===== config.mk =====
export PLATFORM = sky130hd
export DESIGN_NAME = derived_clock_ctrl_flat
export DESIGN_NICKNAME = d
export VERILOG_FILES = /design/src/rtl/derived_clock_pkg.sv /design/src/rtl/derived_clock_ctrl_if.sv /design/src/rtl/derived_clock_core.sv /design/src/rtl/derived_clock_ctrl.sv /design/src/flat_wrapper.sv
export SDC_FILE = /design/constraint.sdc
export NUM_CORES = 1
export LEC_CHECK = 0
export ABC_AREA = 1
export CAP_MARGIN = 40
export CORE_UTILIZATION = 50
export DETAILED_ROUTE_END_ITERATION = 16
export GPL_TIMING_DRIVEN = 0
export PLACE_DENSITY = 0.73
export SLEW_MARGIN = 10
export SYNTH_ARGS = -nofsm -noshare
export SYNTH_HDL_FRONTEND = slang
export SYNTH_SLANG_ARGS = --single-unit

===== constraint.sdc =====
create_clock -name clk -period 1.95 [get_ports clk]
set_input_delay 0.585 -clock clk [delete_from_list [all_inputs] [get_ports clk]]
set_output_delay 0.585 -clock clk [all_outputs]
set_load 0.01 [all_outputs]

===== src/rtl/derived_clock_pkg.sv =====
// derived_clock_pkg: shared widths, FSM state type and the zero-to-one
// sanitizing helper for the derived clock controller.
package derived_clock_pkg;

    localparam int unsigned N_W   = 32;
    localparam int unsigned DIV_W = 8;

    typedef enum logic [1:0] {
        StIdle     = 2'd0,
        StRun      = 2'd1,
        StStopping = 2'd2
    } state_e;

    // A zero setting behaves as 1 so a half-period is never empty.
    function automatic logic [N_W-1:0] sat_one(input logic [N_W-1:0] v);
        return (v == '0) ? N_W'(1) : v;
    endfunction

endpackage


===== src/rtl/derived_clock_ctrl_if.sv =====
// derived_clock_ctrl_if: valid/ready settings channel from the register
// interface to the derived clock controller.
interface derived_clock_ctrl_if;
    import derived_clock_pkg::*;

    logic             cfg_valid;
    logic             cfg_ready;
    logic [N_W-1:0]   cfg_n;
    logic [DIV_W-1:0] cfg_div;

    modport master (
        output cfg_valid,
        output cfg_n,
        output cfg_div,
        input  cfg_ready
    );

    modport slave (
        input  cfg_valid,
        input  cfg_n,
        input  cfg_div,
        output cfg_ready
    );

endinterface


===== src/rtl/derived_clock_core.sv =====
// derived_clock_core: nested cnt/dcnt half-period counter, boundary detect
// and the registered out_clk toggle. Counters are parked at 1 while disabled.
module derived_clock_core
    import derived_clock_pkg::*;
#(
    parameter logic IDLE_LEVEL = 1'b1
) (
    input  logic             clk,
    input  logic             rst,
    input  logic             en_i,
    input  logic [N_W-1:0]   n_eff_i,
    input  logic [DIV_W-1:0] div_eff_i,
    output logic             boundary_o,
    output logic             next_level_o,
    output logic             out_clk_o,
    output logic             tick_o
);

    logic [N_W-1:0]   cnt_q, cnt_d;
    logic [DIV_W-1:0] dcnt_q, dcnt_d;
    logic             out_q, out_d;
    logic             tick_q;
    logic             cnt_max, dcnt_max;

    assign cnt_max      = (cnt_q == n_eff_i);
    assign dcnt_max     = (dcnt_q == div_eff_i);
    assign boundary_o   = en_i & cnt_max & dcnt_max;
    assign next_level_o = ~out_q;
    assign out_clk_o    = out_q;
    assign tick_o       = tick_q;

    // Advance the nested counters; toggle only when both sit at their limits.
    always_comb begin
        cnt_d  = cnt_q;
        dcnt_d = dcnt_q;
        out_d  = out_q;
        if (!en_i) begin
            cnt_d  = N_W'(1);
            dcnt_d = DIV_W'(1);
        end else if (!cnt_max) begin
            cnt_d = cnt_q + N_W'(1);
        end else if (!dcnt_max) begin
            cnt_d  = N_W'(1);
            dcnt_d = dcnt_q + DIV_W'(1);
        end else begin
            cnt_d  = N_W'(1);
            dcnt_d = DIV_W'(1);
            out_d  = ~out_q;
        end
    end

    // Counter, output clock and tick registers with synchronous reset.
    always_ff @(posedge clk) begin
        if (rst) begin
            cnt_q  <= N_W'(1);
            dcnt_q <= DIV_W'(1);
            out_q  <= IDLE_LEVEL;
            tick_q <= 1'b0;
        end else begin
            cnt_q  <= cnt_d;
            dcnt_q <= dcnt_d;
            out_q  <= out_d;
            tick_q <= boundary_o;
        end
    end

endmodule


===== src/rtl/derived_clock_ctrl.sv =====
// derived_clock_ctrl: run/stop FSM, shadow settings register and cfg handshake
// around derived_clock_core. Settings written while running wait in the shadow
// and are applied only at an out_clk toggle, so no runt pulse is produced.
// Optional feature: define DERIVED_CLOCK_CTRL_PERIOD_CNT_EN to add period_cnt.
module derived_clock_ctrl
    import derived_clock_pkg::*;
#(
    parameter logic [N_W-1:0]   N_RESET    = 32'd1,
    parameter logic [DIV_W-1:0] DIV_RESET  = 8'd9,
    parameter logic             IDLE_LEVEL = 1'b1
) (
    input  logic                   clk,
    input  logic                   rst,
    derived_clock_ctrl_if.slave    cfg,
    input  logic                   start,
    input  logic                   stop,
    output logic                   out_clk,
    output logic                   tick,
    output logic                   running,
    output logic                   cfg_pending
`ifdef DERIVED_CLOCK_CTRL_PERIOD_CNT_EN
    ,
    output logic [N_W-1:0]         period_cnt
`endif
);

    state_e           state_q, state_d;
    logic [N_W-1:0]   n_q, n_d, sh_n_q, sh_n_d;
    logic [DIV_W-1:0] div_q, div_d, sh_div_q, sh_div_d;
    logic             pending_q, pending_d;
    logic [N_W-1:0]   n_eff;
    logic [DIV_W-1:0] div_eff;
    logic             hs, boundary, next_level, lands_idle;

    assign n_eff       = sat_one(n_q);
    assign div_eff     = DIV_W'(sat_one(N_W'(div_q)));
    assign hs          = cfg.cfg_valid & ~pending_q;
    assign cfg.cfg_ready = ~pending_q;
    assign cfg_pending = pending_q;
    assign running     = (state_q != StIdle);
    // Toggle that brings out_clk back to its parking level.
    assign lands_idle  = boundary & (next_level == IDLE_LEVEL);

    derived_clock_core #(
        .IDLE_LEVEL (IDLE_LEVEL)
    ) u_core (
        .clk          (clk),
        .rst          (rst),
        .en_i         (running),
        .n_eff_i      (n_eff),
        .div_eff_i    (div_eff),
        .boundary_o   (boundary),
        .next_level_o (next_level),
        .out_clk_o    (out_clk),
        .tick_o       (tick)
    );

    // Next state: stop has priority; STOPPING parks only on an idle-level toggle.
    always_comb begin
        state_d = state_q;
        unique case (state_q)
            StIdle: begin
                if (start && !stop) state_d = StRun;
            end
            StRun: begin
                if (stop) state_d = lands_idle ? StIdle : StStopping;
            end
            StStopping: begin
                if (start && !stop) state_d = StRun;
                else if (lands_idle) state_d = StIdle;
            end
            default: state_d = StIdle;
        endcase
    end

    // Settings path: direct write in IDLE, shadowed and boundary-applied otherwise.
    always_comb begin
        n_d       = n_q;
        div_d     = div_q;
        sh_n_d    = sh_n_q;
        sh_div_d  = sh_div_q;
        pending_d = pending_q;
        if (state_q == StIdle) begin
            if (hs) begin
                n_d   = cfg.cfg_n;
                div_d = cfg.cfg_div;
            end
        end else begin
            if (boundary && pending_q) begin
                n_d       = sh_n_q;
                div_d     = sh_div_q;
                pending_d = 1'b0;
            end
            // hs implies the shadow was empty, so it never collides with the apply.
            if (hs) begin
                sh_n_d    = cfg.cfg_n;
                sh_div_d  = cfg.cfg_div;
                pending_d = 1'b1;
            end
        end
    end

    // FSM, active settings and shadow registers with synchronous reset.
    always_ff @(posedge clk) begin
        if (rst) begin
            state_q   <= StIdle;
            n_q       <= N_RESET;
            div_q     <= DIV_RESET;
            sh_n_q    <= '0;
            sh_div_q  <= '0;
            pending_q <= 1'b0;
        end else begin
            state_q   <= state_d;
            n_q       <= n_d;
            div_q     <= div_d;
            sh_n_q    <= sh_n_d;
            sh_div_q  <= sh_div_d;
            pending_q <= pending_d;
        end
    end

`ifdef DERIVED_CLOCK_CTRL_PERIOD_CNT_EN
    logic [N_W-1:0] period_q, period_d;

    assign period_cnt = period_q;

    // Count full periods; restart the count on each start from IDLE.
    always_comb begin
        period_d = period_q;
        if (state_q == StIdle && state_d == StRun) begin
            period_d = '0;
        end else if (lands_idle) begin
            period_d = period_q + N_W'(1);
        end
    end

    // Period counter register.
    always_ff @(posedge clk) begin
        if (rst) period_q <= '0;
        else     period_q <= period_d;
    end
`endif

endmodule


===== src/flat_wrapper.sv =====
// flat-port wrapper written by rule: the top's interface ports become plain ports
module derived_clock_ctrl_flat import derived_clock_pkg::*;
#(
    parameter logic [N_W-1:0]   N_RESET    = 32'd1,
    parameter logic [DIV_W-1:0] DIV_RESET  = 8'd9,
    parameter logic             IDLE_LEVEL = 1'b1
)
  (clk, rst, start, stop, out_clk, tick, running, cfg_pending, cfg_cfg_valid, cfg_cfg_n, cfg_cfg_div, cfg_cfg_ready);
  derived_clock_ctrl_if cfg_i ();
  input  logic clk;
  input  logic rst;
  input  logic start;
  input  logic stop;
  output logic out_clk;
  output logic tick;
  output logic running;
  output logic cfg_pending;
  input wire logic [$bits(cfg_i.cfg_valid)-1:0] cfg_cfg_valid;
  input wire logic [$bits(cfg_i.cfg_n)-1:0] cfg_cfg_n;
  input wire logic [$bits(cfg_i.cfg_div)-1:0] cfg_cfg_div;
  output wire logic [$bits(cfg_i.cfg_ready)-1:0] cfg_cfg_ready;
  assign cfg_i.cfg_valid = cfg_cfg_valid;
  assign cfg_i.cfg_n = cfg_cfg_n;
  assign cfg_i.cfg_div = cfg_cfg_div;
  assign cfg_cfg_ready = cfg_i.cfg_ready;
  derived_clock_ctrl #(.N_RESET(N_RESET), .DIV_RESET(DIV_RESET), .IDLE_LEVEL(IDLE_LEVEL)) u_core (.clk(clk), .rst(rst), .cfg(cfg_i), .start(start), .stop(stop), .out_clk(out_clk), .tick(tick), .running(running), .cfg_pending(cfg_pending));
endmodule

==> results of run 1 <==
-- sequential cells by signal, indices dropped and copies added, names as in the netlist --
register and cells:
u_core.sh_n_q 32, u_core.n_q 32, u_core.cfg_pending 1, u_core.u_core.dcnt_q 8
u_core.u_core.cnt_q 32, u_core.state_q 2, u_core.u_core.out_clk_o 1, u_core.u_core.tick_o 1
u_core.sh_div_q 8, u_core.div_q 8
-- synth_stat cells, types with 2 or more instances --
cell type  number  area, um2
and3_1          3      18.77
nand2_1       210      788.3
xnor2_1         9      78.83
or2_2          13      81.33
inv_1         108      405.4
a21oi_1        48      240.2
ha_1            2      25.02
nor4_1         15      93.84
clkbuf_1       26      97.59
nand4_1        22      137.6
buf_2           8      40.04
nor3b_1         6      45.04
dfxtp_1       125       2502
nand3_1        36      180.2
nor3_1         17      85.08
nor2_2          5      31.28
inv_2          10      37.54
nor4_2          2      25.02
nor2_1        179      671.9
nand2_2         5      31.28
buf_6           3      33.78
nor3_4          2      32.53
xor2_1         27      236.5
mux2i_1         2      20.02
nand3_2        22      220.2
o21ai_0        75      375.4
-- layout make-up --
| class | instances | share of cell area (%) |
|---|---|---|
| Buffer | 35 | 2.496 |
| Multi-Input combinational cell | 715 | 45.33 |
| Clock inverter | 10 | 1.026 |
| Timing Repair Buffer | 92 | 10.15 |
| Clock buffer | 21 | 5.103 |
| Tap cell | 172 | 2.385 |
| Inverter | 119 | 5.076 |
| Sequential cell | 125 | 28.43 |
-- power by group through the flow --
| stage | combinational (mW) | sequential (mW) | clock, mW |
|---|---|---|---|
| detailed placement | 1.23 | 2.90 | 0 |
| floorplan | 0.880 | 2.86 | 0 |
| global route | 1.66 | 2.88 | 3.10 |
| CTS | 1.31 | 2.85 | 3.00 |
| finish | 1.49 | 2.87 | 2.97 |
| global placement | 1.22 | 2.90 | 0 |
-- through the flow --
step / area (um2) / total power, mW / hold slack [ps] / worst slack [ps]
final: 9022 / 7.323 / 446.1 / -288.4
after floorplan: 6673 / 3.743 / 407.4 / -56.98
after CTS: 8300 / 7.153 / 447.4 / -215.8
after global placement: 7378 / 4.119 / 433.5 / -908.6
after global routing: 9022 / 7.643 / 456.2 / -437.8
after detailed placement: 7378 / 4.132 / 439.2 / -915.3
-- worst register-to-register path, delay by kind of cell, from the launching register on --
family / cells / cell delay, ps
buffers and inverters: 1 / 170
DFF: 1 / 360
and+or+nand+nor: 12 / 1550
AOI/OAI and AO/OA: 1 / 110
-- metal layers --
metal,part of all wire [%],vias to the layer above
li1,-,3412
met1,45,3062
met2,48,192
met3,4.2,42
met4,2.5,0
met5,0,-
-- cell usage in the layout, fill, tap and decap left out, types with 17 or more instances in the layout --
| cell type | count |
|---|---|
| dfxtp_1 | 93 |
| nand3_2 | 26 |
| nand4_1 | 22 |
| xor2_1 | 27 |
| clkbuf_16 | 21 |
| nand3_1 | 27 |
| a21oi_1 | 36 |
| o21ai_0 | 70 |
| dfxtp_2 | 23 |
| nand2_2 | 21 |
| nor2_2 | 31 |
| clkbuf_1 | 17 |
| clkdlybuf4s50_1 | 45 |
| nor2_1 | 143 |
| nand2_1 | 190 |
| inv_1 | 101 |
| buf_4 | 32 |
-- timing repair --
action / in CTS / in global routing
setup endpoints to repair: 115 / 112
gates cloned: 0 / 4
endpoints found under the hold margin: 0 / 0
pin swaps: 16 / 49
gates resized for setup: 72 / 159
buffers inserted: 21 / 19
-- kinds of logic after synthesis --
logic type	Yosys count	synth area share [%]
fa+ha+maj	2	0.3750
xor+xnor	36	4.725
buf+inv	156	9.263
compound gates	130	9.995
flops	125	37.50
simple gates	545	37.84
mux	2	0.3000
-- how the worst max path moves through the flow --
stage	end	slack (ps)	cells after the start
final	u_core.div_q[0]$_SDFFE_PP1P_	-290	14
after global routing	u_core.n_q[18]$_SDFFE_PP0P_	-440	14
after CTS	u_core.n_q[6]$_SDFFE_PP0P_	-220	14
after detailed placement	u_core.sh_n_q[27]$_SDFFE_PP0P_	-920	7
after global placement	u_core.sh_n_q[28]$_SDFFE_PP0P_	-910	7
after floorplan	u_core.u_core.cnt_q[30]$_SDFF_PP0_	-60	13
==> impl_metrics.json, run 1 <==
{
  "clk_latency_ps": 420,
  "dieArea_um2": 13810,
  "tightest_slew_ps": 848.3,
  "critPathRequiredTime_ps": 2310,
  "syn_avg_cell_area_um2": 6.699,
  "max_slew_margin_pct": 43.24,
  "syn_area_um2": 6673,
  "combPwrFrac_pct": 20.3,
  "worst_setup_path_end_kind": "flip-flop",
  "ys_ff_latch": 125,
  "grt-ovfl-total": 0,
  "die_y_um": 117.5,
  "ir_drop_mv": 0.8359,
  "critical_path.top_delay_family": "simple AND/OR/NAND/NOR gates",
  "drc_errors": 0,
  "cts_htree_levels": 4,
  "grtUsageTotal_pct": 26.91,
  "max_freq_mhz": 446.8,
  "p_sw_mw": 2.173,
  "synth_seq_area_share_pct": 37.50,
  "cts_buffers": 17,
  "multiInputGateArea_um2": 4090,
  "num_antenna_cells": 0,
  "final_antenna_net_count": 0,
  "critPathLaunch": "u_core.n_q[9]$_SDFFE_PP0P_",
  "dpl.hpwl_mm": 13.02,
  "grt_antenna_before_repair": 0,
  "yosys_warnings": 0,
  "reg2reg_slack_ps": -290,
  "finalCritPeriodShare_pct": 114.8,
  "maxCapViolations": 0,
  "placed_cells": 1217,
  "use_met1_pct": 35.42,
  "status": "finished with violations",
  "die_width_um": 117.5,
  "r2r_end": "u_core.div_q[0]$_SDFFE_PP1P_",
  "violations": "setup timing",
  "fin_worst_skew_ps": 8.895,
  "cts_sinks": 125,
  "clock_power_share_pct": 40.6,
  "p_int_mw": 5.150,
  "layout_setup_ws_ps": -288.4,
  "hold_path.class": "reg -> reg",
  "grt_pass1_vias": 6030,
  "hold_buffers": 0,
  "rsz0062_at_grt": "yes",
  "crit_buf_inv": 1,
  "cts_max_path_buffers": 2,
  "met2_usage_pct": 43.31,
  "start_kind": "flip-flop",
  "vias": 6708,
  "crit_chain": "nor2_2 -> nand2_1 -> nor2_1 -> nand2_1 -> o21ai_1 -> nand2_1 -> nand2_2 -> nand4_1 -> nor3_4 -> nand4_4 -> nand2_4 -> clkbuf_16 -> nand2_2 -> nand3_2",
  "fin_util_pct": 70.35,
  "critPathKind": "reg -> reg",
  "crit_arrival_ps": 2600,
  "cts_root_buf": "clkbuf_16",
  "ys.flop_type": "dfxtp_1",
  "slowest_stage": "dfxtp_1",
  "first_pass_iters": 5,
  "max_stage_delay_ps": 360,
  "netlist-cell-type-count": 42,
  "synth-edff-count": 0,
  "setup_viol": 76,
  "drtIter0Drc": 541,
  "wl_mm": 19.36,
  "grt_max_degree": 17,
  "syn_inst": 996,
  "fillers": 1083,
  "holdPathStages": 2,
  "clkTransAtPathRegs_ps": 50,
  "core-area_um2": 12820,
  "hold_path_end": "u_core.sh_n_q[1]$_SDFFE_PP0P_",
  "met3_usage_pct": 5.378,
  "gp_congestion": 0.9239,
  "critPathMostFrequentCell": "nand2_1",
  "finalCriticalPeriod_ps": 2238,
  "cts_tree": "built",
  "syn_to_final_growth_pct": 35.21,
  "p_leak_nw": 3.919,
  "min_from": "u_core.sh_n_q[1]$_SDFFE_PP0P_",
  "reg2reg_from": "u_core.n_q[9]$_SDFFE_PP0P_",
  "seq_power_share_pct": 39.1,
  "grt_pass1_wl_mm": 29.53,
  "synth.net_count": 1043,
  "nets": 1152,
  "num_io_pins": 50,
  "stdcell_count": 1289,
  "portBuffers": 49,
  "core.rowCount": 41,
  "reg2reg_depth": 14,
  "swShare_pct": 29.67,
  "ff_latch_area_um2": 2565,
  "hold_violations": 0,
  "async_flop_share_pct": 0,
  "maxSlewViolCount": 0,
  "tns_ps": -13850,
  "drt-vias-per-instance": 5.204,
  "drive_above_1_share_pct": 26.86,
  "start_util_pct": 52.03,
  "wl_per_cell_um": 15.02,
  "grt-busiest-layer": "met2",
  "crit_fanout": 6,
  "powerDensity_nw_per_um2": 811.6
}
No activity file was read; power rests on OpenSTA's default activity.
==> inputs of run 2 (changes only) <==
--- a/config.mk
+++ b/config.mk
@@ -7,6 +7,7 @@
 export LEC_CHECK = 0
 export ABC_AREA = 1
 export CAP_MARGIN = 40
+export CORE_ASPECT_RATIO = 2
 export CORE_UTILIZATION = 50
 export DETAILED_ROUTE_END_ITERATION = 16
 export GPL_TIMING_DRIVEN = 0
==> constraint.sdc (replaced) <==
create_clock -name clk -period 1.95 [get_ports clk]
set_input_delay 0.2925 -clock clk [delete_from_list [all_inputs] [get_ports clk]]
set_output_delay 0.2925 -clock clk [all_outputs]
set_load 0.01 [all_outputs]
==> run 2 against run 1 <==
  * The flow still finishes with violations (setup timing)
  * Sequential cell count stayed put
  * Register-to-register slack improved by 90 ps
  * Clock-buffer cell count decreased by 1
  * Cell area rose by 2.6%
  * Sequential power is essentially flat
  * Combinational power up 7%
  * Core utilization rose by 0.90 points
  * Largest cell class unchanged
  * Highest routed layer unchanged
==> impl_metrics.json, run 2 (same netlist as run 1, synthesis figures left out) <==
{
  "hold_path.class": "in -> reg",
  "wl_per_cell_um": 16.00,
  "syn_to_final_growth_pct": 38.74,
  "powerDensity_nw_per_um2": 811.8,
  "num_antenna_cells": 0,
  "hold_buffers": 0,
  "fillers": 1048,
  "num_io_pins": 50,
  "worst_setup_path_end_kind": "flip-flop",
  "clock_power_share_pct": 40.6,
  "reg2reg_from": "u_core.n_q[12]$_SDFFE_PP0P_",
  "p_sw_mw": 2.337,
  "max_slew_margin_pct": 58.52,
  "drc_errors": 0,
  "dpl.hpwl_mm": 14.25,
  "finalCritPeriodShare_pct": 110.3,
  "cts_buffers": 17,
  "start_util_pct": 51.36,
  "nets": 1173,
  "tightest_slew_ps": 619.9,
  "first_pass_iters": 5,
  "cts_tree": "built",
  "multiInputGateArea_um2": 4190,
  "crit_arrival_ps": 2520,
  "maxCapViolations": 0,
  "start_kind": "flip-flop",
  "clk_latency_ps": 430,
  "swShare_pct": 31.10,
  "placed_cells": 1197,
  "layout_setup_ws_ps": -201.1,
  "ir_drop_mv": 0.7116,
  "die_y_um": 165.4,
  "grt_pass1_wl_mm": 31.34,
  "drt-vias-per-instance": 5.341,
  "ff_latch_area_um2": 2564,
  "hold_violations": 0,
  "dieArea_um2": 13840,
  "seq_power_share_pct": 38.1,
  "combPwrFrac_pct": 21.2,
  "holdWs_ps": 422.4,
  "final_antenna_net_count": 0,
  "cts_htree_levels": 4,
  "stdcell_count": 1291,
  "total_power_mw": 7.515,
  "cts_root_buf": "clkbuf_16",
  "final_common_cell": "nand2_1",
  "rsz0062_at_grt": "yes",
  "portBuffers": 49,
  "die_width_um": 83.69,
  "grt_antenna_before_repair": 0,
  "grtUsageTotal_pct": 28.96,
  "maxSlewViolCount": 0,
  "fin_worst_skew_ps": 8.391,
  "vias": 6895,
  "critPathLaunch": "u_core.n_q[12]$_SDFFE_PP0P_",
  "setup_viol": 70,
  "grt_pass1_vias": 6598,
  "mostFrequentLayoutCells": "nand2_1 (188), nor2_1 (144), inv_1 (101), dfxtp_1 (90), o21ai_0 (71)",
  "core.rowCount": 59,
  "critPathRequiredTime_ps": 2320,
  "p_leak_nw": 4.074,
  "tns_ps": -9131,
  "drive_above_1_share_pct": 28.88,
  "violations": "setup timing",
  "grt-ovfl-total": 0,
  "critPathKind": "reg -> reg",
  "min_from": "cfg_cfg_n[7]",
  "core-area_um2": 12990,
  "grt_max_degree": 17,
  "clkTransAtPathRegs_ps": 60,
  "status": "finished with violations",
  "drtIter0Drc": 334,
  "crit_fanout": 5,
  "largestRegisters": "u_core.n_q (32), u_core.sh_n_q (32), u_core.u_core.cnt_q (32)",
  "cts_sinks": 125,
  "wl_mm": 20.66,
  "cts_max_path_buffers": 2,
  "p_int_mw": 5.178,
  "finalCriticalPeriod_ps": 2151,
  "max_freq_mhz": 464.9,
  "gp_congestion": 0.9435
}
[run 2: cell count changes in the layout (fill, tap and decap cells not counted), sizes merged]
cell           delta
dlygate4sd2       -2
clkdlybuf4s50     +3
clkbuf            +1
dlymetal6s2s      -1
buf              +19
inv               +2
[run 2: final cells by class]
cell class,count,share of cell area (%)
repair buffers,111,11.37
flip-flops and latches,125,27.69
multi-input cells,715,45.26
inverters,119,4.933
clock buffers,20,4.825
clock inverters,12,1.203
well taps,152,2.054
plain buffers,37,2.663
[run 2: per-layer routing]
layer	wire, um	global-route usage (%)
met5	0	0
met4	1623	19.88
met3	651	4.076
met2	10890	54.84
met1	7495	28.80
[run 2: worst paths after layout]
check                                   end  slack [ps]  cells after the start
max             u_core.n_q[23]$_SDFFE_PP0P_        -200                     14
min           u_core.sh_n_q[7]$_SDFFE_PP0P_         420                      3
max reg2reg     u_core.n_q[23]$_SDFFE_PP0P_        -200                     14
min reg2reg  u_core.sh_n_q[16]$_SDFFE_PP0P_         450                      2
[run 2: power groups by stage]
stage / Clock, mW / Combinational [mW] / Sequential [mW]
2_1_floorplan: 0 / 0.880 / 2.86
3_3_place_gp: 0 / 1.25 / 2.89
3_5_place_dp: 0 / 1.26 / 2.90
4_1_cts: 3.06 / 1.37 / 2.84
5_1_grt: 3.16 / 1.75 / 2.88
6_report: 3.05 / 1.60 / 2.87
[run 2: repair_timing]
action / 4_1_cts / 5_1_grt
gates cloned: 0 / 3
endpoints found under the setup margin: 124 / 95
pin swaps: 25 / 66
setup buffers: 41 / 22
resized for setup: 89 / 164
[run 2: stage by stage]
stage               cell area [um2]  util, %  worst slack (ps)
finish                         9258    71.25            -201.1
global route                   9258    71.25            -335.4
CTS                            8526    65.62            -215.8
detailed placement             7353    56.60            -698.6
global placement               7353    56.60            -726.5
floorplan                      6673        -            -56.98
[run 2: critical path, stage by stage, from the launching register on]
cell,delay (ps)
dfxtp_1,330
nor2_1,160
nand2_1,70
nor2_1,110
nand2_1,60
o21ai_1,120
nand2_1,70
nand2_2,100
nand4_1,140
nor3_4,260
nand4_4,210
nand2_4,160
clkbuf_16,180
nor2_2,40
nor2_1,80
